===== src/rtl/plot_pkg.sv =====
// Shared types and constants for the rectangle plotter: FSM encoding, screen
// geometry, coordinate widths, colours and the latched request record.
package plot_pkg;

  localparam int X_W      = 8;
  localparam int Y_W      = 7;
  localparam int COLOUR_W = 3;

  localparam int SCREEN_W = 160;
  localparam int SCREEN_H = 120;

  localparam logic [COLOUR_W-1:0] COLOUR_BLACK = 3'b000;
  localparam logic [COLOUR_W-1:0] COLOUR_WHITE = 3'b111;

  typedef enum logic [1:0] {
    ST_IDLE,
    ST_ERASE,
    ST_DRAW,
    ST_FIN
  } plot_state_t;

  typedef struct packed {
    logic [X_W-1:0]      old_x;
    logic [Y_W-1:0]      old_y;
    logic [X_W-1:0]      new_x;
    logic [Y_W-1:0]      new_y;
    logic [X_W-1:0]      size_x;
    logic [Y_W-1:0]      size_y;
    logic [COLOUR_W-1:0] colour;
  } plot_req_t;

endpackage


===== src/rtl/rect_plotter_if.sv =====
// Request/status/pixel bundle between game logic (master) and the
// rectangle plotter (slave); the vga_* group feeds the VGA adapter.
interface rect_plotter_if;
  import plot_pkg::*;

  logic                start;
  logic [X_W-1:0]      new_x;
  logic [Y_W-1:0]      new_y;
  logic [X_W-1:0]      old_x;
  logic [Y_W-1:0]      old_y;
  logic [X_W-1:0]      size_x;
  logic [Y_W-1:0]      size_y;
  logic [COLOUR_W-1:0] obj_colour;
  logic                busy;
  logic                done;
  logic [X_W-1:0]      vga_x;
  logic [Y_W-1:0]      vga_y;
  logic [COLOUR_W-1:0] vga_colour;
  logic                vga_plot;

  modport master (
    output start, new_x, new_y, old_x, old_y, size_x, size_y, obj_colour,
    input  busy, done, vga_x, vga_y, vga_colour, vga_plot
  );

  modport slave (
    input  start, new_x, new_y, old_x, old_y, size_x, size_y, obj_colour,
    output busy, done, vga_x, vga_y, vga_colour, vga_plot
  );

endinterface


===== src/rtl/rect_scan.sv =====
// Raster counter over a size_x by size_y rectangle, x fastest. Exposes the
// next counter values so the owner can register pixel outputs in step.
module rect_scan
  import plot_pkg::*;
(
  input  logic           clk,
  input  logic           resetn,
  input  logic           clr,
  input  logic           step,
  input  logic [X_W-1:0] size_x,
  input  logic [Y_W-1:0] size_y,
  output logic [X_W-1:0] nxt_cx,
  output logic [Y_W-1:0] nxt_cy,
  output logic           last
);

  logic [X_W-1:0] cx;
  logic [Y_W-1:0] cy;
  logic           row_end;

  assign row_end = (cx == size_x - 8'd1);
  assign last    = row_end && (cy == size_y - 7'd1);

  // NOTE: every always_comb output gets a default first so no latch is inferred.
  always_comb begin
    nxt_cx = cx;
    nxt_cy = cy;
    if (clr) begin
      nxt_cx = '0;
      nxt_cy = '0;
    end else if (step) begin
      if (row_end) begin
        nxt_cx = '0;
        nxt_cy = cy + 7'd1;
      end else begin
        nxt_cx = cx + 8'd1;
      end
    end
  end

  // NOTE: sequential state uses non-blocking assignments only.
  always_ff @(posedge clk or negedge resetn) begin
    if (!resetn) begin
      cx <= '0;
      cy <= '0;
    end else begin
      cx <= nxt_cx;
      cy <= nxt_cy;
    end
  end

endmodule


===== src/rtl/rect_plotter.sv =====
// Erases the old rectangle then draws the new one, one registered pixel per clock.
// Optional PLOT_OVERLAP_SKIP_EN: erase pixels inside the new rectangle are not strobed.
module rect_plotter
  import plot_pkg::*;
#(
  parameter int                  MAX_X     = SCREEN_W - 1,
  parameter int                  MAX_Y     = SCREEN_H - 1,
  parameter logic [COLOUR_W-1:0] BG_COLOUR = COLOUR_BLACK
) (
  input logic           clk,
  input logic           resetn,
  rect_plotter_if.slave bus
);

  localparam logic [X_W:0] MAX_X_V = (X_W+1)'(MAX_X);
  localparam logic [Y_W:0] MAX_Y_V = (Y_W+1)'(MAX_Y);

  plot_state_t         state, nxt_state;
  plot_req_t           req_q, live, req;
  logic                clr, step, last, emitting, on_screen, skip;
  logic [X_W-1:0]      nxt_cx, base_x;
  logic [Y_W-1:0]      nxt_cy, base_y;
  logic [X_W:0]        sum_x;
  logic [Y_W:0]        sum_y;
  logic                busy_q, done_q, plot_q;
  logic [X_W-1:0]      x_q;
  logic [Y_W-1:0]      y_q;
  logic [COLOUR_W-1:0] colour_q;

  always_comb begin
    live = '{old_x: bus.old_x, old_y: bus.old_y, new_x: bus.new_x, new_y: bus.new_y,
             size_x: bus.size_x, size_y: bus.size_y, colour: bus.obj_colour};
  end

  // The first pixel is registered on the accepting edge, before req_q holds the request.
  assign req = (state == ST_IDLE) ? live : req_q;

  always_comb begin
    nxt_state = state;
    clr       = 1'b0;
    step      = 1'b0;
    unique case (state)
      ST_IDLE: begin
        clr = 1'b1;
        if (bus.start)
          nxt_state = (live.size_x == '0 || live.size_y == '0) ? ST_FIN : ST_ERASE;
      end
      ST_ERASE: begin
        if (last) begin
          nxt_state = ST_DRAW;
          clr       = 1'b1;
        end else begin
          step = 1'b1;
        end
      end
      ST_DRAW: begin
        if (last) begin
          nxt_state = ST_FIN;
          clr       = 1'b1;
        end else begin
          step = 1'b1;
        end
      end
      ST_FIN: begin
        nxt_state = ST_IDLE;
        clr       = 1'b1;
      end
      default: nxt_state = ST_IDLE;
    endcase
  end

  rect_scan u_scan (
    .clk    (clk),
    .resetn (resetn),
    .clr    (clr),
    .step   (step),
    .size_x (req_q.size_x),
    .size_y (req_q.size_y),
    .nxt_cx (nxt_cx),
    .nxt_cy (nxt_cy),
    .last   (last)
  );

  assign emitting  = (nxt_state == ST_ERASE) || (nxt_state == ST_DRAW);
  assign base_x    = (nxt_state == ST_ERASE) ? req.old_x : req.new_x;
  assign base_y    = (nxt_state == ST_ERASE) ? req.old_y : req.new_y;
  assign sum_x     = {1'b0, base_x} + {1'b0, nxt_cx};
  assign sum_y     = {1'b0, base_y} + {1'b0, nxt_cy};
  assign on_screen = (sum_x <= MAX_X_V) && (sum_y <= MAX_Y_V);

`ifdef PLOT_OVERLAP_SKIP_EN
  logic [X_W:0] new_x_end;
  logic [Y_W:0] new_y_end;
  assign new_x_end = {1'b0, req.new_x} + {1'b0, req.size_x};
  assign new_y_end = {1'b0, req.new_y} + {1'b0, req.size_y};
  assign skip = (nxt_state == ST_ERASE)
             && (sum_x >= {1'b0, req.new_x}) && (sum_x < new_x_end)
             && (sum_y >= {1'b0, req.new_y}) && (sum_y < new_y_end);
`else
  assign skip = 1'b0;
`endif

  always_ff @(posedge clk or negedge resetn) begin
    if (!resetn) begin
      state    <= ST_IDLE;
      req_q    <= '0;
      busy_q   <= 1'b0;
      done_q   <= 1'b0;
      plot_q   <= 1'b0;
      x_q      <= '0;
      y_q      <= '0;
      colour_q <= BG_COLOUR;
    end else begin
      state  <= nxt_state;
      busy_q <= emitting;
      done_q <= (nxt_state == ST_FIN);
      plot_q <= emitting && on_screen && !skip;
      if (state == ST_IDLE && bus.start)
        req_q <= live;
      if (emitting) begin
        x_q      <= sum_x[X_W-1:0];
        y_q      <= sum_y[Y_W-1:0];
        colour_q <= (nxt_state == ST_ERASE) ? BG_COLOUR : req.colour;
      end
    end
  end

  assign bus.busy       = busy_q;
  assign bus.done       = done_q;
  assign bus.vga_plot   = plot_q;
  assign bus.vga_x      = x_q;
  assign bus.vga_y      = y_q;
  assign bus.vga_colour = colour_q;

endmodule


===== src/flat_wrapper.sv =====
// flat-port wrapper written by rule: the top's interface ports become plain ports
module rect_plotter_flat import plot_pkg::*;
#(
  parameter int                  MAX_X     = SCREEN_W - 1,
  parameter int                  MAX_Y     = SCREEN_H - 1,
  parameter logic [COLOUR_W-1:0] BG_COLOUR = COLOUR_BLACK
)
  (clk, resetn, bus_start, bus_new_x, bus_new_y, bus_old_x, bus_old_y, bus_size_x, bus_size_y, bus_obj_colour, bus_busy, bus_done, bus_vga_x, bus_vga_y, bus_vga_colour, bus_vga_plot);
  rect_plotter_if bus_i ();
  input logic clk;
  input logic resetn;
  input wire logic [$bits(bus_i.start)-1:0] bus_start;
  input wire logic [$bits(bus_i.new_x)-1:0] bus_new_x;
  input wire logic [$bits(bus_i.new_y)-1:0] bus_new_y;
  input wire logic [$bits(bus_i.old_x)-1:0] bus_old_x;
  input wire logic [$bits(bus_i.old_y)-1:0] bus_old_y;
  input wire logic [$bits(bus_i.size_x)-1:0] bus_size_x;
  input wire logic [$bits(bus_i.size_y)-1:0] bus_size_y;
  input wire logic [$bits(bus_i.obj_colour)-1:0] bus_obj_colour;
  output wire logic [$bits(bus_i.busy)-1:0] bus_busy;
  output wire logic [$bits(bus_i.done)-1:0] bus_done;
  output wire logic [$bits(bus_i.vga_x)-1:0] bus_vga_x;
  output wire logic [$bits(bus_i.vga_y)-1:0] bus_vga_y;
  output wire logic [$bits(bus_i.vga_colour)-1:0] bus_vga_colour;
  output wire logic [$bits(bus_i.vga_plot)-1:0] bus_vga_plot;
  assign bus_i.start = bus_start;
  assign bus_i.new_x = bus_new_x;
  assign bus_i.new_y = bus_new_y;
  assign bus_i.old_x = bus_old_x;
  assign bus_i.old_y = bus_old_y;
  assign bus_i.size_x = bus_size_x;
  assign bus_i.size_y = bus_size_y;
  assign bus_i.obj_colour = bus_obj_colour;
  assign bus_busy = bus_i.busy;
  assign bus_done = bus_i.done;
  assign bus_vga_x = bus_i.vga_x;
  assign bus_vga_y = bus_i.vga_y;
  assign bus_vga_colour = bus_i.vga_colour;
  assign bus_vga_plot = bus_i.vga_plot;
  rect_plotter #(.MAX_X(MAX_X), .MAX_Y(MAX_Y), .BG_COLOUR(BG_COLOUR)) u_core (.clk(clk), .resetn(resetn), .bus(bus_i));
endmodule

===== config.mk =====
export PLATFORM = sky130hd
export DESIGN_NAME = rect_plotter_flat
export DESIGN_NICKNAME = d
export VERILOG_FILES = /design/src/rtl/plot_pkg.sv /design/src/rtl/rect_plotter_if.sv /design/src/rtl/rect_scan.sv /design/src/rtl/rect_plotter.sv /design/src/flat_wrapper.sv
export SDC_FILE = /design/constraint.sdc
export NUM_CORES = 1
export LEC_CHECK = 0
export ABC_AREA = 1
export CAP_MARGIN = 10
export CORE_MARGIN = 3
export CORE_UTILIZATION = 45
export CTS_CLUSTER_DIAMETER = 120
export DETAILED_ROUTE_END_ITERATION = 10
export PLACE_DENSITY = 0.66
export SLEW_MARGIN = 20
export SYNTH_ARGS = -nofsm -noshare
export SYNTH_HDL_FRONTEND = slang
export SYNTH_SLANG_ARGS = --single-unit

===== constraint.sdc =====
create_clock -name clk -period 7.6 [get_ports clk]
set_input_delay 0.76 -clock clk [delete_from_list [all_inputs] [get_ports clk]]
set_output_delay 0.76 -clock clk [all_outputs]
set_load 0.01 [all_outputs]

[Word-level counts from Yosys, hierarchy flattened]
Index checks and enable logic that the tools add are counted.
Operators by class
  add/subtract/negate cells: 6
  $lt $le $gt $ge: 2
  equal/unequal tests: 8
  mux-type cells: 19
  reduce and logical (&&, ||, !) cells: 11
Operators with widths (number)
  $mux 48: 1
  $mux 8: 4
  $mux 7: 4
  $add 8x8->9: 1
  $le 9x8->1 const B: 1
  $add 7x7->8: 1
  $add 8x1->8 const B: 1
  $eq 2x2->1 const B: 4
  $eq 8x8->1: 1
  $le 8x7->1 const B: 1
  $logic_not 8->1: 1
  $mux 2: 4
  $pmux 2 s4: 1
  $sub 8x1->8 const B: 1
  $add 7x1->7 const B: 1
  $eq 7x7->1: 1
  $logic_not 7->1: 1
  $sub 7x1->7 const B: 1
  $eq 2x1->1 const B: 2
  $logic_and 1x1->1: 4
  $reduce_or 2->1: 2
  $mux 1: 3
  $mux 3: 1
  $logic_not 2->1: 1
  other kinds (2): 3
Word-level totals
  flip-flop bits (word level): 86
  input bits: 51
  word-level logic and storage cells: 62

[Depth between registers and ports, before layout]
Gate-level depths: netlist of the first run.
  depth after elaboration: 11
  gate-level depth with buffers: 32
  mapped depth without buffers: 31

[Cells and area by module]
Synthesis of the first run repeated with hierarchy kept, for this count alone.
Second synthesis, totals
  cells, all modules: 698
  area total of the unflattened synthesis: 5358.9 sq um
By module, submodules not included
  rect_plotter: instances 1, cells each 490, area each 3970.1 sq um
  rect_scan: instances 1, cells each 208, area each 1388.8 sq um

[Least setup slack after synthesis of the first run]
OpenSTA, ideal clock, no wires.
  kind: register to register
  start point: register u_core.req_q[10] (netlist bit)
  end point: register u_core.plot_q (netlist: u_core.bus.vga_plot)
  library setup time: 119 ps
  data arrival time: 3708 ps
  required time: 7481 ps
  slack: 3773 ps
  stages on the path, launching flop included: 29
  path buffers: 1
  period minus slack after synthesis: 3827 ps
  cell sequence: dfrtp_1 > inv_2 > ha_1 > nand2_1 > nand2_1 > nor2_1 > nand3_1 > inv_1 > nand3_2 > nor2_4 > nand2_2 > a21oi_2 > nand2_1 > nand2_1 > ha_1 > inv_1 > clkbuf_1 > o21ai_0 > o22ai_1 > ha_1 > fa_1 > nand3_1 > nand3_1 > nand2_1 > a21oi_1 > o21ai_0 > nand2_1 > a21oi_1 > nor2_1
Between the ends
  cells in the longest elaborated chain, start to end: 11
RTL lines
  from (decl): line rect_plotter.sv:19  | plot_req_t req_q, live, req;
  from (signal assigned): line rect_plotter.sv:119  | req_q <= live;
  $sub 8x1->8 *: line rect_scan.sv:21  | assign row_end = (cx == size_x - 8'd1);
  $eq 8x8->1 *: line rect_scan.sv:21
  $logic_and 1x1->1 *: line rect_scan.sv:22  | assign last = row_end && (cy == size_y - 7'd1);
  $mux 2 (on tied branches): line rect_plotter.sv:57, rect_plotter.sv:49
  $pmux 2 s4 *: line rect_plotter.sv:42  | unique case (state)
  net u_core.nxt_state[0]: line rect_plotter.sv:18  | plot_state_t state, nxt_state;
  $eq 2x1->1: line rect_plotter.sv:84, rect_plotter.sv:85, rect_plotter.sv:86
  $mux 8 / $mux 7 (equally long branches): line rect_plotter.sv:85, rect_plotter.sv:86
  $add 8x8->9 / $add 7x7->8 (equally long branches): line rect_plotter.sv:87, rect_plotter.sv:88
  $le 9x8->1 / $le 8x7->1 (equally long branches): line rect_plotter.sv:89  | assign on_screen = (sum_x <= MAX_X_V) && (sum_y <= MAX_Y_V);
  $logic_and 1x1->1: line rect_plotter.sv:89
  $logic_and 1x1->1 *: line rect_plotter.sv:117  | plot_q <= emitting && on_screen && !skip;
  to (signal assigned): line rect_plotter.sv:117
  to (decl): line rect_plotter.sv:25  | logic busy_q, done_q, plot_q;
The timed path passes the listed nets; every way through them passes the cells marked *.
A chain may end at the register's enable or synchronous reset.

[Worst setup path in the final report of the first run]
  start point: register u_core.state[0]
  end point: register u_core.plot_q (netlist: u_core.bus.vga_plot)
Between the ends
  cells in the longest elaborated chain, start to end: 9
RTL lines
  from (decl): line rect_plotter.sv:18
  from (signal assigned): line rect_plotter.sv:114  | state <= nxt_state;
  branches (longest 8 deep; another with $add 8x8->9)
  $logic_and 1x1->1 *: line rect_plotter.sv:117
Every way passes the cells marked *.

==> results.md, run 1 <==
- Cells after DPL: about 890
- Port bufs: between 70 and 80
- Startpoint types: flip-flop
- Initial antenna violation count: 0
- Multi-input logic area: approximately 2800 sq um
- Power Density: between 400 and 500 nW/um^2
- FF/Latch Area: between 2000 and 2500 sq um
- Die area: around 13000 sq um
- GP Congestion: just under 0.9
- Status: finished clean
- Post-synthesis mux area share: 3.17%
- CTS Hold Bufs: 0
- Complex-gate fraction of the synthesized area: a little over an eighth
- Skew final: roughly 0.007 ns
- Yosys top cell area share: 40.4%
- Main combinational cell family by area after synthesis: simple AND/OR/NAND/NOR gates
- RSZ-0062 raised after global routing: false
- Hold WC Path Type: in -> async
- Synth area leaders: dfrtp_1 40%, nand2_1 11%, o21ai_0 6.8%, ha_1 5.6%, nor2_1 5.4%
- Post-detail-place hpwl: 9740 um
- Slowest CP cell: inv_1
- Crit path capture type: flip-flop
- Max Transition Viols Final: 0
- Setup CP Type: reg -> reg
- Synth warn: 0
- CTS Buffer Depth: 2
- Yosys reg bits: 86
- Simple-Gate Fraction of Synth Area: between 20% and 30%
- Leakage: around 3.1 nW
- Post-Layout Cell Count: 907
- Antenna viol nets, final: 0
- Hold_ws: between 0.3 and 0.4 ns
- DR WL/cell: 14.3 um
- CTS Root Cell: clkbuf_16
- Vias in the first global route: 4620
- Layout area overhead: 21.9%
- Total CTS buffers: 9
- Later-pin clock latency in the skew report: around 0.35 ns
- Syn Nets: ~770
- Layout cells sized above 1: roughly 11%
- Syn Inst Count: a little under 700
- Worst EP required: 7.88 ns
- Max H-tree Level: 3
- Die X: about 110 um
- CTS tree: done
- Slowest Stage Delay on Critical Path: 0.53 ns
- Largest net degree at the start of global routing: 82
- Period minus WS final: slightly above 5 ns
- 1st-iter DRT viols: 296
- Post-synthesis sequential area ratio: between 40% and 50%
- Post-CTS resize count: 0
- Worst slew margin: 35.4%
- # IOs: 72
- Routed vias/inst: roughly 5
- Reg clk slew, reported paths: roughly 0.070 ns
- # setup viols final: 0
- Crit Path Max Fanout: 40
- Die height: 115 um
- Synth Area in XOR/XNOR: roughly 3.9%
- Tot Pwr: approximately 2.9 mW
- First-pass GRT wire length: 21800 um
- ANT cells: 0
- Avg Cell Area, Syn: 7.67 sq um
- Adder-Cell Fraction of Synth Area: approximately 6.4%
- Starting density of the core: 46.4%
- # DRC: 0
- Post-synthesis cell type count: 39
- Final worst-path cycle share: 66.6%
- Max_cap viols: 0
- Maximum VDD drop: about 0.00021 V
- Net count, final: roughly 840
- WP data arrival: between 5 and 6 ns
- Global route overflow: 0
- Postcts setup bufs: 0
- TritonRoute pass-1 iters: 5
- Crit path cell chain: inv_1 > ha_1 > buf_4 > inv_1 > o31ai_1 > inv_1 > nand2_1 > ha_1 > inv_1 > o21ai_0 > o22ai_1 > ha_1 > fa_1 > nand3_1 > nand3_1 > nand2_1 > a21oi_1 > nor2_1 > nor2_1 > o21ai_0 > nand3_1 > nor2_1
- R2R setup slack: around 2.5 ns
- Fmax: roughly 200 MHz
- Post-Synthesis Cell Area: between 5000 and 6000 sq um
- GRT Overall Usage: a little over a fifth
- Utilization after layout: a little under three fifths
- Slew @ Worst Pin: between 0.9 and 1 ns
- Vias after detailed routing: 4674
- Fillers: between 1000 and 1500
- Dominant cell type by area after synthesis: dfrtp_1
- Clock Sink Count: 86
- Worst path most repeated cell: inv_1
- Hold Violations, Final: 0
- Setup Total Neg Slack: 0 ns
- Core Region: between 10000 and 15000 sq um
- # rows: 39
- DRT Wirelength: ~13000 um
==> power by group <==
| part | total, mW | leakage [nW] | switching (mW) | internal (mW) |
|---|---|---|---|---|
| Clock | 0.480 | 0.156 | 0.191 | 0.289 |
| Combinational | 1.59 | 1.91 | 0.978 | 0.617 |
| Sequential | 0.798 | 1.06 | 0.135 | 0.663 |
==> metrics by stage <==
stage	worst slack (ns)	area, sq um
6_report	2.53	6490
5_1_grt	1.97	6490
4_1_cts	2.62	6490
3_5_place_dp	2.64	6160
3_3_place_gp	2.74	6160
2_1_floorplan	3.77	5320
==> cell type report <==
class	count	share of cell area [%]
multi-input combinational	503	42.8
sequential	86	33.2
timing repair buffer	75	11.4
inverter	84	4.86
clock buffer	9	3.47
tap	143	2.76
clock inverter	7	1.52
==> cells in the final DEF (no fill, tap or decap), types with 15 or more instances in the layout <==
master           count
clkdlybuf4s50_1     70
a21oi_1             40
nor2_1              77
inv_1               75
dfrtp_1             86
o21ai_0             72
nand3_1             29
nand2_1            157
ha_1                24
mux2_2              15
==> metal layers <==
layer / up-vias / routed length [um] / global-route usage (%)
met5: - / 0 / 0
met4: 0 / 295 / 9.00
met3: 23 / 567 / 3.26
met2: 122 / 6020 / 34.1
met1: 2165 / 6130 / 27.5
li1: 2364 / - / -
==> path summary, 6_finish.rpt <==
path | startpoint | end | depth (start not counted)
min in group clk | u_core.bus.vga_x[0] | u_core.bus.vga_x[0] | 2
min reg2reg | u_core.bus.vga_x[0] | u_core.bus.vga_x[0] | 2
max | u_core.state[0] | u_core.bus.vga_plot | 22
max in group asynchronous | resetn | u_core.req_q[13] | 2
max reg2reg | u_core.state[0] | u_core.bus.vga_plot | 22
min | resetn | u_core.req_q[1] | 1
==> synthesized netlist by cell type <==
| library cell | n |
|---|---|
| o21ai_1 | 1 |
| nor3b_1 | 2 |
| nor2_1 | 77 |
| nand4_1 | 1 |
| ha_1 | 24 |
| o211ai_1 | 2 |
| o22ai_1 | 7 |
| clkinv_1 | 1 |
| inv_2 | 8 |
| nor2_2 | 7 |
| fa_1 | 2 |
| a21oi_1 | 40 |
| inv_1 | 75 |
| buf_2 | 1 |
| or2_2 | 1 |
| mux2_2 | 15 |
| nor3_1 | 6 |
| xnor2_1 | 10 |
| nor4_1 | 2 |
| nor2_4 | 3 |
| nand3b_1 | 2 |
| o21a_1 | 1 |
| o41ai_1 | 1 |
| nand3_1 | 29 |
| nand2_1 | 158 |
| xor2_1 | 10 |
| clkbuf_1 | 19 |
| xnor2_2 | 2 |
| o21ai_0 | 72 |
| a31oi_1 | 1 |
| nor3_4 | 1 |
| nand3_2 | 7 |
| nand2_2 | 12 |
| dfrtp_1 | 86 |
| o31ai_1 | 2 |
| buf_1 | 1 |
| a32oi_1 | 1 |
| nand2_4 | 1 |
| a21oi_2 | 3 |
==> flip-flops by register name, summed over array words and instances (netlist names), 2 cells and up <==
register and cells:
u_core.bus.vga_colour 3, u_core.bus.vga_x 8, u_core.bus.vga_y 7, u_core.req_q 48, u_core.state 2, u_core.u_scan.cx 8, u_core.u_scan.cy 7
==> worst max-delay path, delay by kind of cell, from the launching register on <==
kind	cells	cell delay, ns
AOI/OAI and AO/OA	5	1.16
and+or+nand+nor	8	0.75
DFF	1	0.40
buffers and inverters	5	1.43
adders and majority gates	4	1.24
==> logic make-up (layout without fill, tap and decap cells) <==
family / after synthesis / after routing
simple gates: 309 / 309
compound gates: 131 / 131
buf+inv: 105 / 175
flops: 86 / 86
fa+ha+maj: 26 / 26
xor+xnor: 22 / 22
mux: 15 / 15
No activity file was read; power rests on OpenSTA's default activity.
==> run 2: changes to the inputs <==
==> constraint.sdc (replaced) <==
create_clock -name clk -period 4.67 [get_ports clk]
set_input_delay 0.467 -clock clk [delete_from_list [all_inputs] [get_ports clk]]
set_output_delay 0.467 -clock clk [all_outputs]
set_load 0.01 [all_outputs]
==> run 2 against run 1 <==
Effect of this change: first-iteration DRC count grew 24%; clock skew shrank 0.0015 ns; sequential cell count is the same; via count shrank 0.81%; global-route usage shrank 0.88 points; sequential power grew 62%; critical path depth grew 7; clock power grew 42%; non-clock buffer count grew 2; final cell count is the same; worst hold slack lost 0.17 ns; utilization shrank 0.25 points.
==> results.md, run 2 (same netlist as run 1, synthesis figures left out) <==
- Startpoint types: flip-flop
- Maximum VDD drop: 0.000371 V
- Die area: ~13000 sq um
- First-pass GRT wire length: between 20000 and 25000 um
- Crit Path Max Fanout: 15
- Antenna viol nets, final: 0
- Clock Sink Count: 86
- 1st-iter DRT viols: between 300 and 400
- Period minus WS final: roughly 4.3 ns
- # IOs: 72
- Later-pin clock latency in the skew report: about 0.34 ns
- # setup viols final: 0
- DRT Wirelength: roughly 12000 um
- WP data arrival: 4.48 ns
- DR WL/cell: around 14 um
- Final worst setup slack: between 0.4 and 0.5 ns
- CTS Buffer Depth: 2
- Reg clk slew, reported paths: 0.06 ns
- Max reg flops: 48
- Largest net degree at the start of global routing: 87
- Initial antenna violation count: 0
- Slew @ Worst Pin: ~0.8 ns
- Post-Layout Cell Count: slightly above 900
- Critical path launch point: u_core.req_q[3]
- Setup CP Type: reg -> reg
- GP Congestion: approximately 0.9
- Dpl ws: around 0.25 ns
- Post-detail-place hpwl: a little over 9000 um
- Power Density: between 700 and 800 nW/um^2
- Routed vias/inst: a little over 5
- RSZ-0062 raised after global routing: false
- Fmax: roughly 240 MHz
- Worst EP required: between 4 and 5 ns
- Slowest Stage Delay on Critical Path: 0.40 ns
- Hold Violations, Final: 0
- Crit path max-delay family: simple AND/OR/NAND/NOR gates
- Final worst-path cycle share: 91.1%
- Most frequent cells in the layout: 157 x nand2_1, 86 x dfrtp_1, 76 x nor2_1
- Crit path capture type: flip-flop
- Status: finished clean
- ANT cells: 0
- Die height: 115 um
- Total CTS buffers: 9
- Layout area overhead: 21.3%
- RR Startpoint: u_core.req_q[3]
- Slowest CP cell: fa_1
- Skew final: between 0.005 and 0.006 ns
- Worst path most repeated cell: nand2_1
- Leakage: 3.12 nW
- Vias in the first global route: 4541
- GRT Overall Usage: roughly 20%
- Global route overflow: 0
- Net count, final: 838
- Cells after DPL: 893
- Port bufs: just over 70
- Most flop-heavy register: u_core.req_q
- Die X: 115 um
- Tot Pwr: about 4.6 mW
- Worst slew margin: a little under half
- CTS Root Cell: clkbuf_16
- Hold WC Path Type: in -> async
- Setup Total Neg Slack: 0 ns
- Layout cells sized above 1: 10.6%
- Max_cap viols: 0
- CTS tree: done
- TritonRoute pass-1 iters: 5
- # DRC: 0
- R2R setup slack: 0.42 ns
- Max H-tree Level: 3
- Vias after detailed routing: between 4000 and 5000
- Core Region: approximately 11000 sq um
- Hold_ws: between 0.15 and 0.2 ns
- # rows: 39
- Most common cell after layout, fill and taps aside: nand2_1
- CP bufs+invs: 5
- Max Transition Viols Final: 0
- Starting density of the core: a little under half
[run 2: worst reg2reg max path, delay by kind of cell (launching register included)]
kind / cells / cell delay (ns)
AO/OA/AOI/OAI: 3 / 0.55
XOR/XNOR: 1 / 0.13
adder cells (fa/ha/maj): 4 / 1.11
buffers and inverters: 5 / 0.54
flip-flops: 1 / 0.39
AND/OR/NAND/NOR: 16 / 1.41
[run 2: layer usage]
metal / GRT usage, % / vias up / share of wire, %
met5: 0 / - / 0
met3: 4.47 / 11 / 5.8
met4: 5.63 / 0 / 1.4
met2: 31.7 / 106 / 46
li1: - / 2375 / -
met1: 27.7 / 2144 / 47
[run 2: repair_timing]
item                       4_1_cts  5_1_grt
setup endpoints to repair        0        1
hold buffers                     0        0
setup buffers                    0        0
resized for setup                0        2
[run 2: area by class of cell]
type                    count  area (sq um)
clock buffers              12           236
clock inverters             2          35.0
fillers                  1079          5010
inverters                  84           315
multi-input cells         503          2780
flip-flops and latches     86          2150
well taps                 143           179
repair buffers             77           757
[run 2: path summary, 6_finish.rpt]
kind                                             to  cells past startpoint
setup / recovery                u_core.bus.vga_plot                     29
hold / removal             u_core.bus.vga_colour[2]                      1
min in group clk                   u_core.req_q[29]                      2
max in group asynchronous       u_core.bus.vga_x[0]                      1
hold reg to reg                    u_core.req_q[29]                      2
setup reg to reg                u_core.bus.vga_plot                     29
[run 2: through the flow]
| step | util [%] | instance area (sq um) |
|---|---|---|
| after floorplan | - | 5320 |
| after global placement | 53.9 | 6180 |
| after detailed placement | 53.9 | 6180 |
| after CTS | 56.2 | 6450 |
| after global routing | 56.3 | 6460 |
| final | 56.3 | 6460 |
[run 2: report_power, final]
part	internal, mW	total, mW	switching (mW)
combinational	1.04	2.62	1.58
sequential	1.08	1.29	0.214
clock	0.408	0.680	0.272
